[src/rtl/instr_sequencer_pkg.sv]
// Shared definitions for the instruction sequencer: opcodes, ALU selects,
// FSM states and flag bit positions.
package instr_sequencer_pkg;

  // Opcodes live in ir[7:4]
  localparam logic [3:0] OP_NOP   = 4'h0;
  localparam logic [3:0] OP_LIT   = 4'h1;
  localparam logic [3:0] OP_ADDI  = 4'h2;
  localparam logic [3:0] OP_CMPI  = 4'h3;
  localparam logic [3:0] OP_NANDI = 4'h4;
  localparam logic [3:0] OP_OUT   = 4'h5;
  localparam logic [3:0] OP_JMP   = 4'h6;
  localparam logic [3:0] OP_JC    = 4'h7;
  localparam logic [3:0] OP_JNC   = 4'h8;
  localparam logic [3:0] OP_JZ    = 4'h9;
  localparam logic [3:0] OP_JNZ   = 4'hA;
  localparam logic [3:0] OP_HALT  = 4'hF;

  // ALU select codes understood by the datapath
  localparam logic [2:0] ALU_ST    = 3'd0;
  localparam logic [2:0] ALU_COMPI = 3'd1;
  localparam logic [2:0] ALU_LIT   = 3'd2;
  localparam logic [2:0] ALU_ADDI  = 3'd3;
  localparam logic [2:0] ALU_NANDI = 3'd4;

  // Flag bit positions, shared by c_z and the latched flags
  localparam int unsigned FLAG_C = 0;
  localparam int unsigned FLAG_Z = 1;

  typedef enum logic [1:0] {
    StFetch = 2'd0,
    StExec  = 2'd1,
    StHalt  = 2'd2
  } state_e;

endpackage

[src/rtl/instr_sequencer_if.sv]
// Sequencer <-> ROM/datapath signal bundle. master = sequencer side.
interface instr_sequencer_if #(
  parameter int unsigned PC_W = 8
);
  logic            run;
  logic [PC_W-1:0] prog_addr;
  logic [7:0]      prog_data;
  logic [1:0]      c_z;
  logic            en_accu;
  logic            en_bus_in;
  logic            en_bus_out;
  logic [2:0]      alu_sel;
  logic [3:0]      operand;
  logic [1:0]      flags;
  logic            halted;

  modport master (
    input  run, prog_data, c_z,
    output prog_addr, en_accu, en_bus_in, en_bus_out, alu_sel, operand, flags, halted
  );

  modport slave (
    output run, prog_data, c_z,
    input  prog_addr, en_accu, en_bus_in, en_bus_out, alu_sel, operand, flags, halted
  );
endinterface

[src/rtl/seq_decode.sv]
// Combinational instruction decoder: opcode + state + latched flags ->
// datapath controls and sequencing hints. All controls are 0 outside EXEC.
module seq_decode
  import instr_sequencer_pkg::*;
(
  input  state_e     state,
  input  logic [3:0] opcode,
  input  logic [1:0] flags,
  output logic       en_accu,
  output logic       en_bus_in,
  output logic       en_bus_out,
  output logic [2:0] alu_sel,
  output logic       upd_flags,
  output logic       is_jump,
  output logic       jump_taken,
  output logic       is_halt
);

  // Decode controls from the held opcode; only EXEC produces non-zero outputs
  always_comb begin
    en_accu    = 1'b0;
    en_bus_in  = 1'b0;
    en_bus_out = 1'b0;
    alu_sel    = ALU_ST;
    upd_flags  = 1'b0;
    is_jump    = 1'b0;
    jump_taken = 1'b0;
    is_halt    = 1'b0;
    if (state == StExec) begin
      case (opcode)
        OP_LIT: begin
          alu_sel = ALU_LIT; en_bus_in = 1'b1; en_accu = 1'b1; upd_flags = 1'b1;
        end
        OP_ADDI: begin
          alu_sel = ALU_ADDI; en_bus_in = 1'b1; en_accu = 1'b1; upd_flags = 1'b1;
        end
        OP_CMPI: begin
          alu_sel = ALU_COMPI; en_bus_in = 1'b1; upd_flags = 1'b1;
        end
        OP_NANDI: begin
          alu_sel = ALU_NANDI; en_bus_in = 1'b1; en_accu = 1'b1; upd_flags = 1'b1;
        end
        OP_OUT: begin
          alu_sel = ALU_ST; en_bus_out = 1'b1;
        end
        OP_JMP: begin
          is_jump = 1'b1; jump_taken = 1'b1;
        end
        OP_JC: begin
          is_jump = 1'b1; jump_taken = flags[FLAG_C];
        end
        OP_JNC: begin
          is_jump = 1'b1; jump_taken = ~flags[FLAG_C];
        end
        OP_JZ: begin
          is_jump = 1'b1; jump_taken = flags[FLAG_Z];
        end
        OP_JNZ: begin
          is_jump = 1'b1; jump_taken = ~flags[FLAG_Z];
        end
        OP_HALT: is_halt = 1'b1;
        default: ;
      endcase
    end
  end

endmodule

[src/rtl/instr_sequencer.sv]
// Two-phase (FETCH/EXEC) instruction sequencer driving a 4-bit accumulator
// datapath. Holds pc, ir, flags and state; controls come from seq_decode.
module instr_sequencer
  import instr_sequencer_pkg::*;
#(
  parameter int unsigned PC_W     = 8,
  parameter int unsigned RESET_PC = 0
) (
  input logic                clk,
  input logic                reset,
  instr_sequencer_if.master  bus
);

  localparam logic [PC_W-1:0] ResetPc = PC_W'(RESET_PC);

  logic [PC_W-1:0] pc_q;
  logic [7:0]      ir_q;
  logic [1:0]      flags_q;
  state_e          state_q;

  logic upd_flags, is_jump, jump_taken, is_halt;

  seq_decode u_decode (
    .state      (state_q),
    .opcode     (ir_q[7:4]),
    .flags      (flags_q),
    .en_accu    (bus.en_accu),
    .en_bus_in  (bus.en_bus_in),
    .en_bus_out (bus.en_bus_out),
    .alu_sel    (bus.alu_sel),
    .upd_flags  (upd_flags),
    .is_jump    (is_jump),
    .jump_taken (jump_taken),
    .is_halt    (is_halt)
  );

  // Output wiring; operand is only presented while executing
  always_comb begin
    bus.prog_addr = pc_q;
    bus.operand   = (state_q == StExec) ? ir_q[3:0] : 4'h0;
    bus.flags     = flags_q;
    bus.halted    = (state_q == StHalt);
  end

  // Sequencer FSM; in EXEC of a jump, pc already addresses the target byte
  always_ff @(posedge clk or posedge reset) begin
    if (reset) begin
      pc_q    <= ResetPc;
      ir_q    <= 8'h00;
      flags_q <= 2'b00;
      state_q <= StFetch;
    end else begin
      unique case (state_q)
        StFetch: begin
          if (bus.run) begin
            ir_q    <= bus.prog_data;
            pc_q    <= pc_q + PC_W'(1);
            state_q <= StExec;
          end
        end
        StExec: begin
          if (upd_flags) flags_q <= bus.c_z;
          if (is_halt) begin
            state_q <= StHalt;
          end else begin
            state_q <= StFetch;
            if (is_jump) begin
              pc_q <= jump_taken ? bus.prog_data[PC_W-1:0] : pc_q + PC_W'(1);
            end
          end
        end
        StHalt: ;
        default: state_q <= StFetch;
      endcase
    end
  end

endmodule

[src/flat_wrapper.sv]
// flat-port wrapper written by rule: the top's interface ports become plain ports
module instr_sequencer_flat import instr_sequencer_pkg::*;
#(
  parameter int unsigned PC_W     = 8,
  parameter int unsigned RESET_PC = 0
)
  (clk, reset, bus_run, bus_prog_data, bus_c_z, bus_prog_addr, bus_en_accu, bus_en_bus_in, bus_en_bus_out, bus_alu_sel, bus_operand, bus_flags, bus_halted);
  instr_sequencer_if #(.PC_W(PC_W)) bus_i ();
  input logic clk;
  input logic reset;
  input wire logic [$bits(bus_i.run)-1:0] bus_run;
  input wire logic [$bits(bus_i.prog_data)-1:0] bus_prog_data;
  input wire logic [$bits(bus_i.c_z)-1:0] bus_c_z;
  output wire logic [$bits(bus_i.prog_addr)-1:0] bus_prog_addr;
  output wire logic [$bits(bus_i.en_accu)-1:0] bus_en_accu;
  output wire logic [$bits(bus_i.en_bus_in)-1:0] bus_en_bus_in;
  output wire logic [$bits(bus_i.en_bus_out)-1:0] bus_en_bus_out;
  output wire logic [$bits(bus_i.alu_sel)-1:0] bus_alu_sel;
  output wire logic [$bits(bus_i.operand)-1:0] bus_operand;
  output wire logic [$bits(bus_i.flags)-1:0] bus_flags;
  output wire logic [$bits(bus_i.halted)-1:0] bus_halted;
  assign bus_i.run = bus_run;
  assign bus_i.prog_data = bus_prog_data;
  assign bus_i.c_z = bus_c_z;
  assign bus_prog_addr = bus_i.prog_addr;
  assign bus_en_accu = bus_i.en_accu;
  assign bus_en_bus_in = bus_i.en_bus_in;
  assign bus_en_bus_out = bus_i.en_bus_out;
  assign bus_alu_sel = bus_i.alu_sel;
  assign bus_operand = bus_i.operand;
  assign bus_flags = bus_i.flags;
  assign bus_halted = bus_i.halted;
  instr_sequencer #(.PC_W(PC_W), .RESET_PC(RESET_PC)) u_core (.clk(clk), .reset(reset), .bus(bus_i));
endmodule
[config.mk]
export PLATFORM = sky130hd
export DESIGN_NAME = instr_sequencer_flat
export DESIGN_NICKNAME = d
export VERILOG_FILES = /design/src/rtl/instr_sequencer_pkg.sv /design/src/rtl/instr_sequencer_if.sv /design/src/rtl/seq_decode.sv /design/src/rtl/instr_sequencer.sv /design/src/flat_wrapper.sv
export SDC_FILE = /design/constraint.sdc
export NUM_CORES = 1
export LEC_CHECK = 0
export BUFFER_PORTS_ARGS = -buffer_cell sky130_fd_sc_hd__clkbuf_2
export CAP_MARGIN = 10
export CORE_MARGIN = 3
export CORE_UTILIZATION = 50
export CTS_CLUSTER_SIZE = 16
export DETAILED_ROUTE_END_ITERATION = 8
export PLACE_DENSITY = 0.8
export SYNTH_ARGS = -nofsm -noshare
export SYNTH_HDL_FRONTEND = slang
export SYNTH_SLANG_ARGS = --single-unit
[constraint.sdc]
create_clock -name clk -period 3.4 [get_ports clk]
set_input_delay 0.17 -clock clk [delete_from_list [all_inputs] [get_ports clk]]
set_output_delay 0.17 -clock clk [all_outputs]
set_load 0.05 [all_outputs]
==> run metrics <==
mapped cell area 1210 sq um; vias post-DR 1,085; Layout Nets 187; largest net degree at the start of global routing 21; Post-Place Setup Slack 1520 ps; Root Buffer clkbuf_4; Setup-failing EPs final 0; dominant cell type by area after synthesis dfrtp_1; FF-to-FF path depth 6; Die Y 55.3 um; Main synth FF type dfrtp_1; Gate Count Post-Synth 140; layout cells sized above 1 a little under a third; outcome completed; Rel. slew slack between 40% and 50%; DPL Wire Length 2.09 mm; WL per Instance about 14 um; top cells by area, synth dfrtp_1 (41%), nand2_1 (11%), and3_1 (3.1%); Post-synth EDFFs 0; Max Freq 477 MHz; n_diodes 0; crit path DAT roughly 1900 ps; Final Worst Setup Slack 1300 ps; max-capacitance violation count 0; total chip power 1.16 mW; most frequent cell after synthesis nand2_1; fin crit period 2100 ps; final wirelength 2.76 mm; count of cell types in the netlist 39; CTS Buffer Depth 2; Worst path max stage delay 590 ps; Clk pin slew, worst setup/hold paths 110 ps; Stages on worst setup path 4; CP max FO 9; setup bufs post-CTS 0; Synth Warn # 0; post-route antenna net violation count 0; Seq cells post-synth 20; Pre-antenna DRT Iters 4; Setup crit start kind register; Final Hold Vio Count 0; FF-to-FF setup slack 1500 ps; CP Capture Point bus_en_accu; peak supply drop 0.562 mV; area grow syn2layout 16.5%; clock skew 6.32 ps; CP max stage cell or4_1; Synth top area share 41.2%; CTS H-tree lvls 1; list of most frequent post-synthesis cells nand2_1 (34), dfrtp_1 (20), nor2_1 (9); fin crit share roughly three fifths; All-Layer GR Usage between 10% and 20%; number of buffers created by CTS 3; Post-Syn Nets 154; Least-Margin Pin Slew 770 ps; full die area 3060 sq um; core area 2250 sq um; Min-Delay Path Class input port to register; total clock sinks 20; R2R Path Start u_core.ir_q[5]$_DFFE_PP0P_; number of global-route vias before repair roughly 1,100; DR DRC count 0; final instance area ~1400 sq um; Placement Rows 17; initial antenna violation count 0; latest clock arrival within the worst-skew pair 300 ps; worst-case hold slack 59.6 ps; Critical path buffers and inverters 1; first-pass GRT wire length 4.84 mm; RD Place Congestion 0.863; Crit Path Class register to output port; fraction of registers with async set or reset after synthesis 100%; final max-slew violation count 0; sequential area share after synthesis around 41%; Leak Pwr ~0.74 nW; port buffer count 33; crit path cell chain or4_1, nor2_1, or2_2, clkbuf_2; unrepaired setup endpoints after global routing false; Pwr Density 816 nW/um^2; CTS tree done; Setup crit start u_core.ir_q[7]$_DFFE_PP0P_; Initial Utilization 53.9%; detail-routed via count per cell 5.43; initial DRC count 29; # IOs 34; setup TNS 0 ps; mean area per synthesized cell 8.68 sq um; Reg-to-Reg End u_core.bus.prog_addr[3]$_DFFE_PP0P_; Setup crit end kind output port; total gr overflow 0; Worst EP required 3230 ps; placed cell areas 1370 sq um; Die Width between 50 and 60 um; Crit path max-delay family simple AND/OR/NAND/NOR gates
[per-layer routing]
layer  share of wire (%)  track usage, %  vias to the layer above
li1                    -               -                      539
met1                  46            25.4                      521
met2                  49            31.8                       25
met3                 4.1            3.27                        0
met4                   0            5.90                        0
met5                   0               0                        -
[worst register-to-register path, delay by kind of cell, from the launching register on]
kind             cells  cell delay, ps
AO/OA/AOI/OAI        3             370
flip-flops           1             520
AND/OR/NAND/NOR      3             900
[final cells by class]
cell class | count | area [sq um]
clock buffer | 4 | 36.3
fill | 210 | 840
inverter | 7 | 26.3
multi-input combinational | 107 | 642
sequential | 20 | 500
tap | 28 | 35.0
timing repair buffer | 34 | 175
[report_power, final]
part / switching, mW / internal, mW
sequential: 0.105 / 0.314
combinational: 0.424 / 0.173
clock: 0.0727 / 0.0652
[worst min-delay path by stage]
stage	startpoint	to	slack (ps)	depth (start not counted)
2_1_floorplan	reset	u_core.bus.flags[0]$_DFFE_PP0P_	130	1
3_3_place_gp	reset	u_core.ir_q[0]$_DFFE_PP0P_	320	2
3_5_place_dp	reset	u_core.ir_q[0]$_DFFE_PP0P_	330	2
4_1_cts	bus_c_z[1]	u_core.bus.flags[1]$_DFFE_PP0P_	50	3
5_1_grt	bus_c_z[1]	u_core.bus.flags[1]$_DFFE_PP0P_	60	3
6_report	bus_c_z[1]	u_core.bus.flags[1]$_DFFE_PP0P_	60	3
[kinds of logic (layout without fill, tap and decap cells)]
family                   count (synthesis)  count (layout)  synth area share [%]
AND/OR/NAND/NOR                         79              79                  32.3
AO/OA/AOI/OAI                           25              25                  18.0
flip-flops                              20              20                  41.2
buffers and inverters                   13              45                  5.97
XOR/XNOR                                 2               2                  1.44
adder cells (fa/ha/maj)                  1               1                  1.03
[placed cells by master, fill, tap and decap left out, types with 2 or more instances in the layout]
master,netlist,routed
a21oi_1,3,3
a22oi_1,2,2
a311oi_1,4,4
a31oi_1,2,2
and2_1,4,4
and3_1,6,6
clkbuf_2,0,33
clkbuf_4,0,3
dfrtp_1,20,20
inv_1,7,7
nand2_1,34,34
nand2b_1,2,2
nand3_1,6,6
nor2_1,9,9
nor2_2,4,4
nor2b_1,4,4
o21ai_0,5,5
o22ai_2,2,2
[what timing repair did]
item                                    4_1_cts  5_1_grt
hold endpoints to repair                     20        0
hold buffers                                  1        0
endpoints found under the setup margin        0        0
gates resized for setup                       0        0
[metrics by stage]
stage	utilization, %	cells
after floorplan	-	140
after global placement	60.7	195
after detailed placement	60.7	195
after CTS	62.8	200
after global routing	62.8	200
final	62.8	200
[registers in the layout (all words and copies together) (netlist names)]
name and count:
u_core.bus.flags 2, u_core.ir_q 8, u_core.bus.prog_addr 8, u_core.state_q 2
(Power assumes the default switching activity.)
